$ cat src/rtl/mips_ctrl_pkg.sv
// Shared types and constants for the MIPS multi-cycle control sequencer.
// Used by mips_inst_class and mips_multicycle_ctrl.
package mips_ctrl_pkg;

    typedef enum logic [2:0] {
        ST_FETCH, ST_DECODE, ST_EXEC, ST_MEM, ST_WB, ST_HALT
    } state_e;

    typedef enum logic [2:0] {
        CL_LOAD, CL_STORE, CL_RTYPE, CL_ITYPE, CL_BRANCH, CL_JUMP, CL_JREG, CL_INVALID
    } iclass_e;

    typedef enum logic [1:0] {
        SZ_WORD, SZ_HALF, SZ_BYTE
    } size_e;

    localparam logic [1:0] PC_SRC_SEQ    = 2'd0;
    localparam logic [1:0] PC_SRC_BRANCH = 2'd1;
    localparam logic [1:0] PC_SRC_JUMP   = 2'd2;
    localparam logic [1:0] PC_SRC_REG    = 2'd3;

    localparam logic [1:0] REG_DEST_RT = 2'd0;
    localparam logic [1:0] REG_DEST_RD = 2'd1;
    localparam logic [1:0] REG_DEST_RA = 2'd2;

    localparam logic [5:0] OP_RTYPE = 6'h00;
    localparam logic [5:0] OP_J     = 6'h02;
    localparam logic [5:0] OP_JAL   = 6'h03;
    localparam logic [5:0] OP_BEQ   = 6'h04;
    localparam logic [5:0] OP_BNE   = 6'h05;
    localparam logic [5:0] OP_LB    = 6'h20;
    localparam logic [5:0] OP_LH    = 6'h21;
    localparam logic [5:0] OP_LW    = 6'h23;
    localparam logic [5:0] OP_LBU   = 6'h24;
    localparam logic [5:0] OP_LHU   = 6'h25;
    localparam logic [5:0] OP_SB    = 6'h28;
    localparam logic [5:0] OP_SH    = 6'h29;
    localparam logic [5:0] OP_SW    = 6'h2B;

    localparam logic [5:0] FN_JR   = 6'h08;
    localparam logic [5:0] FN_JALR = 6'h09;

    function automatic logic [3:0] lane_enables(input size_e sz, input logic [1:0] lo);
        case (sz)
            SZ_HALF: lane_enables = lo[1] ? 4'b1100 : 4'b0011;
            SZ_BYTE: lane_enables = 4'b0001 << lo;
            default: lane_enables = 4'b1111;
        endcase
    endfunction

    function automatic logic misaligned(input size_e sz, input logic [1:0] lo);
        case (sz)
            SZ_WORD: misaligned = (lo != 2'b00);
            SZ_HALF: misaligned = lo[0];
            default: misaligned = 1'b0;
        endcase
    endfunction

endpackage

$ cat src/rtl/mips_inst_class.sv
// Combinational instruction classifier: opcode/funct -> class, access size
// and link flag (jal/jalr write a return address).
module mips_inst_class
    import mips_ctrl_pkg::*;
(
    input  logic [31:0] i_inst,
    output iclass_e     o_class,
    output size_e       o_size,
    output logic        o_link
);

    logic [5:0] w_op;
    logic [5:0] w_funct;
    logic       w_unused_fields;

    assign w_op            = i_inst[31:26];
    assign w_funct         = i_inst[5:0];
    assign w_unused_fields = ^i_inst[25:6];

    always_comb begin
        o_class = CL_INVALID;
        o_size  = SZ_WORD;
        o_link  = 1'b0;
        case (w_op)
            OP_RTYPE: begin
                if (w_funct == FN_JR) begin
                    o_class = CL_JREG;
                end else if (w_funct == FN_JALR) begin
                    o_class = CL_JREG;
                    o_link  = 1'b1;
                end else begin
                    o_class = CL_RTYPE;
                end
            end
            OP_J:   o_class = CL_JUMP;
            OP_JAL: begin
                o_class = CL_JUMP;
                o_link  = 1'b1;
            end
            OP_BEQ, OP_BNE: o_class = CL_BRANCH;
            OP_LW:          o_class = CL_LOAD;
            OP_LH, OP_LHU: begin
                o_class = CL_LOAD;
                o_size  = SZ_HALF;
            end
            OP_LB, OP_LBU: begin
                o_class = CL_LOAD;
                o_size  = SZ_BYTE;
            end
            OP_SW:          o_class = CL_STORE;
            OP_SH: begin
                o_class = CL_STORE;
                o_size  = SZ_HALF;
            end
            OP_SB: begin
                o_class = CL_STORE;
                o_size  = SZ_BYTE;
            end
            default: begin
                // 0x08..0x0F: addi, addiu, slti, sltiu, andi, ori, xori, lui
                if (w_op[5:3] == 3'b001) o_class = CL_ITYPE;
            end
        endcase
    end

endmodule

$ cat src/rtl/mips_multicycle_ctrl.sv
// Multi-cycle MIPS control FSM: FETCH/DECODE/EXEC/MEM/WB/HALT with Avalon
// waitrequest handshake. Define MEM_TIMEOUT_EN to fault on stuck transfers.
module mips_multicycle_ctrl
    import mips_ctrl_pkg::*;
#(
    parameter int ADDR_LSB_W     = 2,
    parameter int TIMEOUT_CYCLES = 255,
    parameter int TIMEOUT_W      = 8
) (
    input  logic                  clk,
    input  logic                  reset,
    input  logic [31:0]           inst,
    input  logic                  waitrequest,
    input  logic [ADDR_LSB_W-1:0] addr_lo,
    input  logic                  branch_taken,
    input  logic                  pc_zero,
    output logic                  mem_read,
    output logic                  mem_write,
    output logic [3:0]            byteenable,
    output logic                  ir_write,
    output logic                  pc_write,
    output logic [1:0]            pc_src,
    output logic                  alu_src,
    output logic [1:0]            reg_dest,
    output logic                  reg_write,
    output logic                  mem_to_reg,
    output logic                  active,
    output logic                  fault
);

    if ((2 ** TIMEOUT_W) <= TIMEOUT_CYCLES) begin : g_timeout_w_check
        $error("TIMEOUT_W too narrow for TIMEOUT_CYCLES");
    end

    state_e     r_state;
    iclass_e    r_class;
    size_e      r_size;
    logic       r_link;
    logic       r_mem_read;
    logic       r_mem_write;
    logic [3:0] r_be;
    logic       r_active;
    logic       r_fault;

    iclass_e    w_class;
    size_e      w_size;
    logic       w_link;
    logic [1:0] w_lo;
    logic       w_timeout;

    assign w_lo = 2'(addr_lo);

    mips_inst_class u_cls (
        .i_inst (inst),
        .o_class(w_class),
        .o_size (w_size),
        .o_link (w_link)
    );

`ifdef MEM_TIMEOUT_EN
    logic [TIMEOUT_W-1:0] r_to_cnt;
    assign w_timeout = (r_to_cnt == TIMEOUT_W'(TIMEOUT_CYCLES - 1));
`else
    assign w_timeout = 1'b0;
`endif

    // Strobes are flops so waitrequest never reaches them combinationally.
    always_ff @(posedge clk or negedge reset) begin
        if (!reset) begin
            r_state     <= ST_FETCH;
            r_class     <= CL_INVALID;
            r_size      <= SZ_WORD;
            r_link      <= 1'b0;
            r_mem_read  <= 1'b0;
            r_mem_write <= 1'b0;
            r_be        <= 4'b1111;
            r_active    <= 1'b1;
            r_fault     <= 1'b0;
`ifdef MEM_TIMEOUT_EN
            r_to_cnt    <= '0;
`endif
        end else begin
            case (r_state)
                ST_FETCH: begin
                    if (!r_mem_read) begin
                        // First FETCH cycle decides halt before any read goes out.
                        if (pc_zero) begin
                            r_state  <= ST_HALT;
                            r_active <= 1'b0;
                        end else begin
                            r_mem_read <= 1'b1;
`ifdef MEM_TIMEOUT_EN
                            r_to_cnt   <= '0;
`endif
                        end
                    end else if (!waitrequest) begin
                        r_mem_read <= 1'b0;
                        r_state    <= ST_DECODE;
                    end else if (w_timeout) begin
                        r_mem_read <= 1'b0;
                        r_fault    <= 1'b1;
                        r_active   <= 1'b0;
                        r_state    <= ST_HALT;
                    end else begin
`ifdef MEM_TIMEOUT_EN
                        r_to_cnt <= r_to_cnt + 1'b1;
`endif
                    end
                end
                ST_DECODE: begin
                    r_class <= w_class;
                    r_size  <= w_size;
                    r_link  <= w_link;
                    r_state <= ST_EXEC;
                end
                ST_EXEC: begin
                    case (r_class)
                        CL_LOAD, CL_STORE: begin
                            if (misaligned(r_size, w_lo)) begin
                                r_fault  <= 1'b1;
                                r_active <= 1'b0;
                                r_state  <= ST_HALT;
                            end else begin
                                r_be        <= lane_enables(r_size, w_lo);
                                r_mem_read  <= (r_class == CL_LOAD);
                                r_mem_write <= (r_class == CL_STORE);
                                r_state     <= ST_MEM;
`ifdef MEM_TIMEOUT_EN
                                r_to_cnt    <= '0;
`endif
                            end
                        end
                        CL_RTYPE, CL_ITYPE: r_state <= ST_WB;
                        CL_INVALID: begin
                            r_fault  <= 1'b1;
                            r_active <= 1'b0;
                            r_state  <= ST_HALT;
                        end
                        default: r_state <= ST_FETCH;
                    endcase
                end
                ST_MEM: begin
                    if (!waitrequest || w_timeout) begin
                        r_mem_read  <= 1'b0;
                        r_mem_write <= 1'b0;
                        r_be        <= 4'b1111;
                    end
                    if (!waitrequest) begin
                        r_state <= (r_class == CL_LOAD) ? ST_WB : ST_FETCH;
                    end else if (w_timeout) begin
                        r_fault  <= 1'b1;
                        r_active <= 1'b0;
                        r_state  <= ST_HALT;
                    end else begin
`ifdef MEM_TIMEOUT_EN
                        r_to_cnt <= r_to_cnt + 1'b1;
`endif
                    end
                end
                ST_WB:   r_state <= ST_FETCH;
                ST_HALT: r_state <= ST_HALT;
                default: r_state <= ST_HALT;
            endcase
        end
    end

    always_comb begin
        ir_write   = 1'b0;
        pc_write   = 1'b0;
        pc_src     = PC_SRC_SEQ;
        alu_src    = 1'b0;
        reg_dest   = REG_DEST_RD;
        reg_write  = 1'b0;
        mem_to_reg = 1'b0;
        case (r_state)
            ST_FETCH: ir_write = r_mem_read & ~waitrequest;
            ST_EXEC: begin
                alu_src = (r_class == CL_LOAD) || (r_class == CL_STORE) || (r_class == CL_ITYPE);
                case (r_class)
                    CL_BRANCH: begin
                        pc_write = branch_taken;
                        pc_src   = PC_SRC_BRANCH;
                    end
                    CL_JUMP: begin
                        pc_write  = 1'b1;
                        pc_src    = PC_SRC_JUMP;
                        reg_write = r_link;
                        if (r_link) reg_dest = REG_DEST_RA;
                    end
                    CL_JREG: begin
                        pc_write  = 1'b1;
                        pc_src    = PC_SRC_REG;
                        reg_write = r_link;
                    end
                    default: ;
                endcase
            end
            ST_MEM: pc_write = (r_class == CL_STORE) & ~waitrequest;
            ST_WB: begin
                reg_write  = 1'b1;
                mem_to_reg = (r_class == CL_LOAD);
                reg_dest   = (r_class == CL_RTYPE) ? REG_DEST_RD : REG_DEST_RT;
                pc_write   = 1'b1;
            end
            default: ;
        endcase
    end

    assign mem_read   = r_mem_read;
    assign mem_write  = r_mem_write;
    assign byteenable = r_be;
    assign active     = r_active;
    assign fault      = r_fault;

endmodule

$ cat config.mk
export PLATFORM = sky130hd
export DESIGN_NAME = mips_multicycle_ctrl
export DESIGN_NICKNAME = d
export VERILOG_FILES = /design/src/rtl/mips_ctrl_pkg.sv /design/src/rtl/mips_inst_class.sv /design/src/rtl/mips_multicycle_ctrl.sv
export SDC_FILE = /design/constraint.sdc
export NUM_CORES = 1
export LEC_CHECK = 0
export CAP_MARGIN = 5
export CORE_ASPECT_RATIO = 1.4
export CORE_MARGIN = 2
export CORE_UTILIZATION = 43
export DETAILED_ROUTE_END_ITERATION = 12
export MAX_ROUTING_LAYER = met4
export PLACE_DENSITY_LB_ADDON = 0.3
export SYNTH_ARGS = -nofsm -noshare
export SYNTH_HDL_FRONTEND = slang
export SYNTH_HIERARCHICAL = 1
export SYNTH_SLANG_ARGS = --single-unit
$ cat constraint.sdc
create_clock -name clk -period 2.06 [get_ports clk]
set_input_delay 0.412 -clock clk [delete_from_list [all_inputs] [get_ports clk]]
set_output_delay 0.412 -clock clk [all_outputs]
set_load 0.02 [all_outputs]
==> results.md <==
- Post-route clock period utilization: 0.983
- Final layout net count: 267
- CTS Sinks: 17
- Detailed-route vias per instance: 5.44
- Switching part of the total power: 0.419
- Path depth of the worst reg2reg path: 6
- Root cell of the clock tree: sky130_fd_sc_hd__clkbuf_8
- Portion of the post-synthesis area used by sequential elements: 0.329
- Number of distinct library cells after synthesis: 52
- Final RePlAce weighted congestion: 0.860
- Worst-Margin Slew: 388 ps
- Number of nets produced by synthesis: 200
- Global route overflow: 0
- Fraction of layout cells with a size suffix above 1: 0.362
- Antenna diode count: 0
- Synthesized netlist cell count: 158
- DRC violations left: 0
- Fraction of registers with async set/reset: 1.00
- Worst hold path class: reg -> reg
- Internal Pwr Total: 1550 uW
- Hold Path Sink: active
- Maximum clock rate: 494 MHz
- R2R Path Start: r_state[1]
- Vias in the first global route: 1414
- Proportion of netlist area held by the largest area contributor: 0.170
- Critical path type: reg -> out
- Clock input transition at the sequential cells of the worst setup and hold paths: 70 ps
- Final WL: 3750 um
- Top_reg_cell synth: sky130_fd_sc_hd__dfrtp_1
- Wire length of the first global-routing pass: 6190 um
- Worst Hold Path Cells: 1
- Startpoint of the worst hold path: active
- Die extent in y: 69.7 um
- Std cell rows: 23
- Detailed-route wire length per cell: 14.4 um
- Post-synthesis register bit count: 17
- Post-layout total power: 2670 uW
- Clock buffer count from CTS: 3
- Startpoint type of the worst setup path: register
- Clock Tree Buf Depth: 2
- Die area: 3550 um2
- Maximum fanout along the worst path: 2
- IR drop worst, VDD: 698 uV
- Number of top-level pins: 56
- H-tree lvl count: 1
- Internal reg-to-reg setup slack: 360 ps
- Final HPWL from detailed placement: 2860 um
- Number of antenna violations at the first check in global routing: 0
- Required time of the critical path: 1650 ps
- Leading cell type in the layout, fill and taps excluded: sky130_fd_sc_hd__buf_4
- Worst path arrival time: 1610 ps
- Final Slew Violations: 0
- Leak: 0.000844 uW
- Detailed-route via count: 1421
- Pin count of the biggest net entering global routing: 18
- Unrepaired setup endpoints after global routing: true
- Area growth from synthesis to layout: 50.4%
- Number of endpoints with negative hold slack in the final report: 0
- Post-CTS Hold Fix Bufs: 0
- Shortest period the worst path allows: 2020 ps
- Share of power burned in the clock network: 0.099
- Tightest slew margin relative to the limit: 0.737
- Starting utilization of the core area: 0.456
- Switch Pwr: 1120 uW
- P per Cell Area: 1340 nW/um2
- Area of the core: 2910 um2
- CTS tree: yes
- Sequential group share of total power: 0.247
- EDFF count, synth: 0
- First-pass detailed-route iteration total: 4
- Worst reg2reg endpoint: active
- Library cell occupying the most area in the post-synthesis netlist: sky130_fd_sc_hd__dfrtp_1
- Largest cells by area after synthesis: sky130_fd_sc_hd__dfrtp_1, sky130_fd_sc_hd__dfstp_2, sky130_fd_sc_hd__nand2_1
- Max Cap Violations: 0
- Max Clock Skew: 1.48 ps
- Combined area of all synthesized cells: 1330 um2
- Filler cell count: 250
- Endpoint class of the critical path: output port
- Outcome: finished clean
- DRC marker count from the first detailed-route iteration: 37
- Width of the die: 50.9 um
- Final Setup Violations: 0
- Utilization after layout: 0.686
- Synthesized area divided by synthesized cell count: 8.39 um2
- Commonest non-fill, non-tap cells in the layout: sky130_fd_sc_hd__buf_4, sky130_fd_sc_hd__clkdlybuf4s50_1, sky130_fd_sc_hd__nand2_1, sky130_fd_sc_hd__nor2_1
- Area of combinational cells with multiple inputs: 832 um2
- Number of nets still failing antenna checks after routing: 0
- Clock latency on the worst-skew pair: 260 ps
- Count of buffers from port buffering: 35
- Synthesis warning total: 6
- Tot GR Track Use: 0.233
- Reg area: 439 um2
- Combinational share of power: 0.654
## per-layer routing
metal	vias up	track usage	share of wire	routed length [um]
met5	-	-	0	0
met4	0	0.111	0.021	77
met3	7	0.0345	0.041	155
met2	43	0.388	0.52	1960
met1	668	0.267	0.42	1560
li1	703	-	-	-
## power groups by stage
stage | Sequential (uW) | Combinational, uW | Clock, uW
finish | 659 | 1740 | 264
global placement | 637 | 1630 | 0
global route | 681 | 1900 | 277
floorplan | 672 | 873 | 0
CTS | 640 | 1630 | 267
detailed placement | 645 | 1650 | 0
## worst max-delay path: stages (launching register included)
cell and delay (ps):
sky130_fd_sc_hd__dfstp_2 540, sky130_fd_sc_hd__nand2b_1 80, sky130_fd_sc_hd__or4b_1 490, sky130_fd_sc_hd__o221ai_2 80
sky130_fd_sc_hd__buf_4 170
## cells by family after synthesis
group | after synthesis | synth area share
adder cells (fa/ha/maj) | 3 | 0.0283
flip-flops | 17 | 0.329
AO/OA/AOI/OAI | 54 | 0.295
multiplexers | 5 | 0.0415
buffers and inverters | 19 | 0.0737
AND/OR/NAND/NOR | 59 | 0.227
XOR/XNOR | 1 | 0.00661
## worst max path at each step
stage	to	from	slack, ps	depth (start not counted)
after CTS	pc_write	waitrequest	-9	5
after global placement	pc_write	waitrequest	-470	5
after global routing	pc_write	r_state[2]	-20	6
after detailed placement	pc_write	waitrequest	-480	5
after floorplan	reg_write	r_state[1]	170	5
final	pc_write	r_class[0]	40	4
## through the flow
step / cells / setup slack (ps) / TNS [ps] / area, um2 / hold slack, ps
after global routing: 261 / -17.6 / -37.9 / 1990 / 477
after global placement: 255 / -475 / -1070 / 1910 / 441
after CTS: 259 / -8.88 / -8.88 / 1930 / 464
after floorplan: 158 / 173 / 0 / 1330 / 116
after detailed placement: 255 / -480 / -1040 / 1910 / 454
final: 261 / 35.3 / 0 / 1990 / 463
## repair_timing
action / in CTS / in global routing
pin swaps: 1 / 5
gates resized for setup: 40 / 19
setup endpoints to repair: 9 / 9
buffers inserted: 0 / 2
## flip-flops by register name, summed over array words and instances (netlist names)
register,cells
active,1
byteenable,4
fault,1
mem_read,1
mem_write,1
r_class,3
r_link,1
r_size,2
r_state,3
## synth_stat cells, types with 2 or more instances
cell type	count
sky130_fd_sc_hd__buf_2	3
sky130_fd_sc_hd__nor2_1	16
sky130_fd_sc_hd__nand3_1	3
sky130_fd_sc_hd__o21ai_0	11
sky130_fd_sc_hd__clkbuf_1	2
sky130_fd_sc_hd__o221ai_1	2
sky130_fd_sc_hd__buf_6	3
sky130_fd_sc_hd__o31ai_1	2
sky130_fd_sc_hd__mux2_2	4
sky130_fd_sc_hd__a21oi_1	11
sky130_fd_sc_hd__dfstp_2	8
sky130_fd_sc_hd__a311oi_1	2
sky130_fd_sc_hd__o21bai_1	2
sky130_fd_sc_hd__a31oi_1	3
sky130_fd_sc_hd__nand2b_1	3
sky130_fd_sc_hd__o22ai_1	3
sky130_fd_sc_hd__ha_1	3
sky130_fd_sc_hd__a2bb2oi_1	3
sky130_fd_sc_hd__dfrtp_1	9
sky130_fd_sc_hd__nor3_1	4
sky130_fd_sc_hd__inv_1	11
sky130_fd_sc_hd__nor2b_1	3
sky130_fd_sc_hd__nand2_1	18
## final cells by class
type / count / share of cell area
well taps: 37 / 0.0232
repair buffers: 70 / 0.295
clock buffers: 3 / 0.0207
clock inverters: 1 / 0.00251
flip-flops and latches: 17 / 0.220
inverters: 11 / 0.0207
multi-input cells: 122 / 0.417
(Power assumes the default switching activity.)
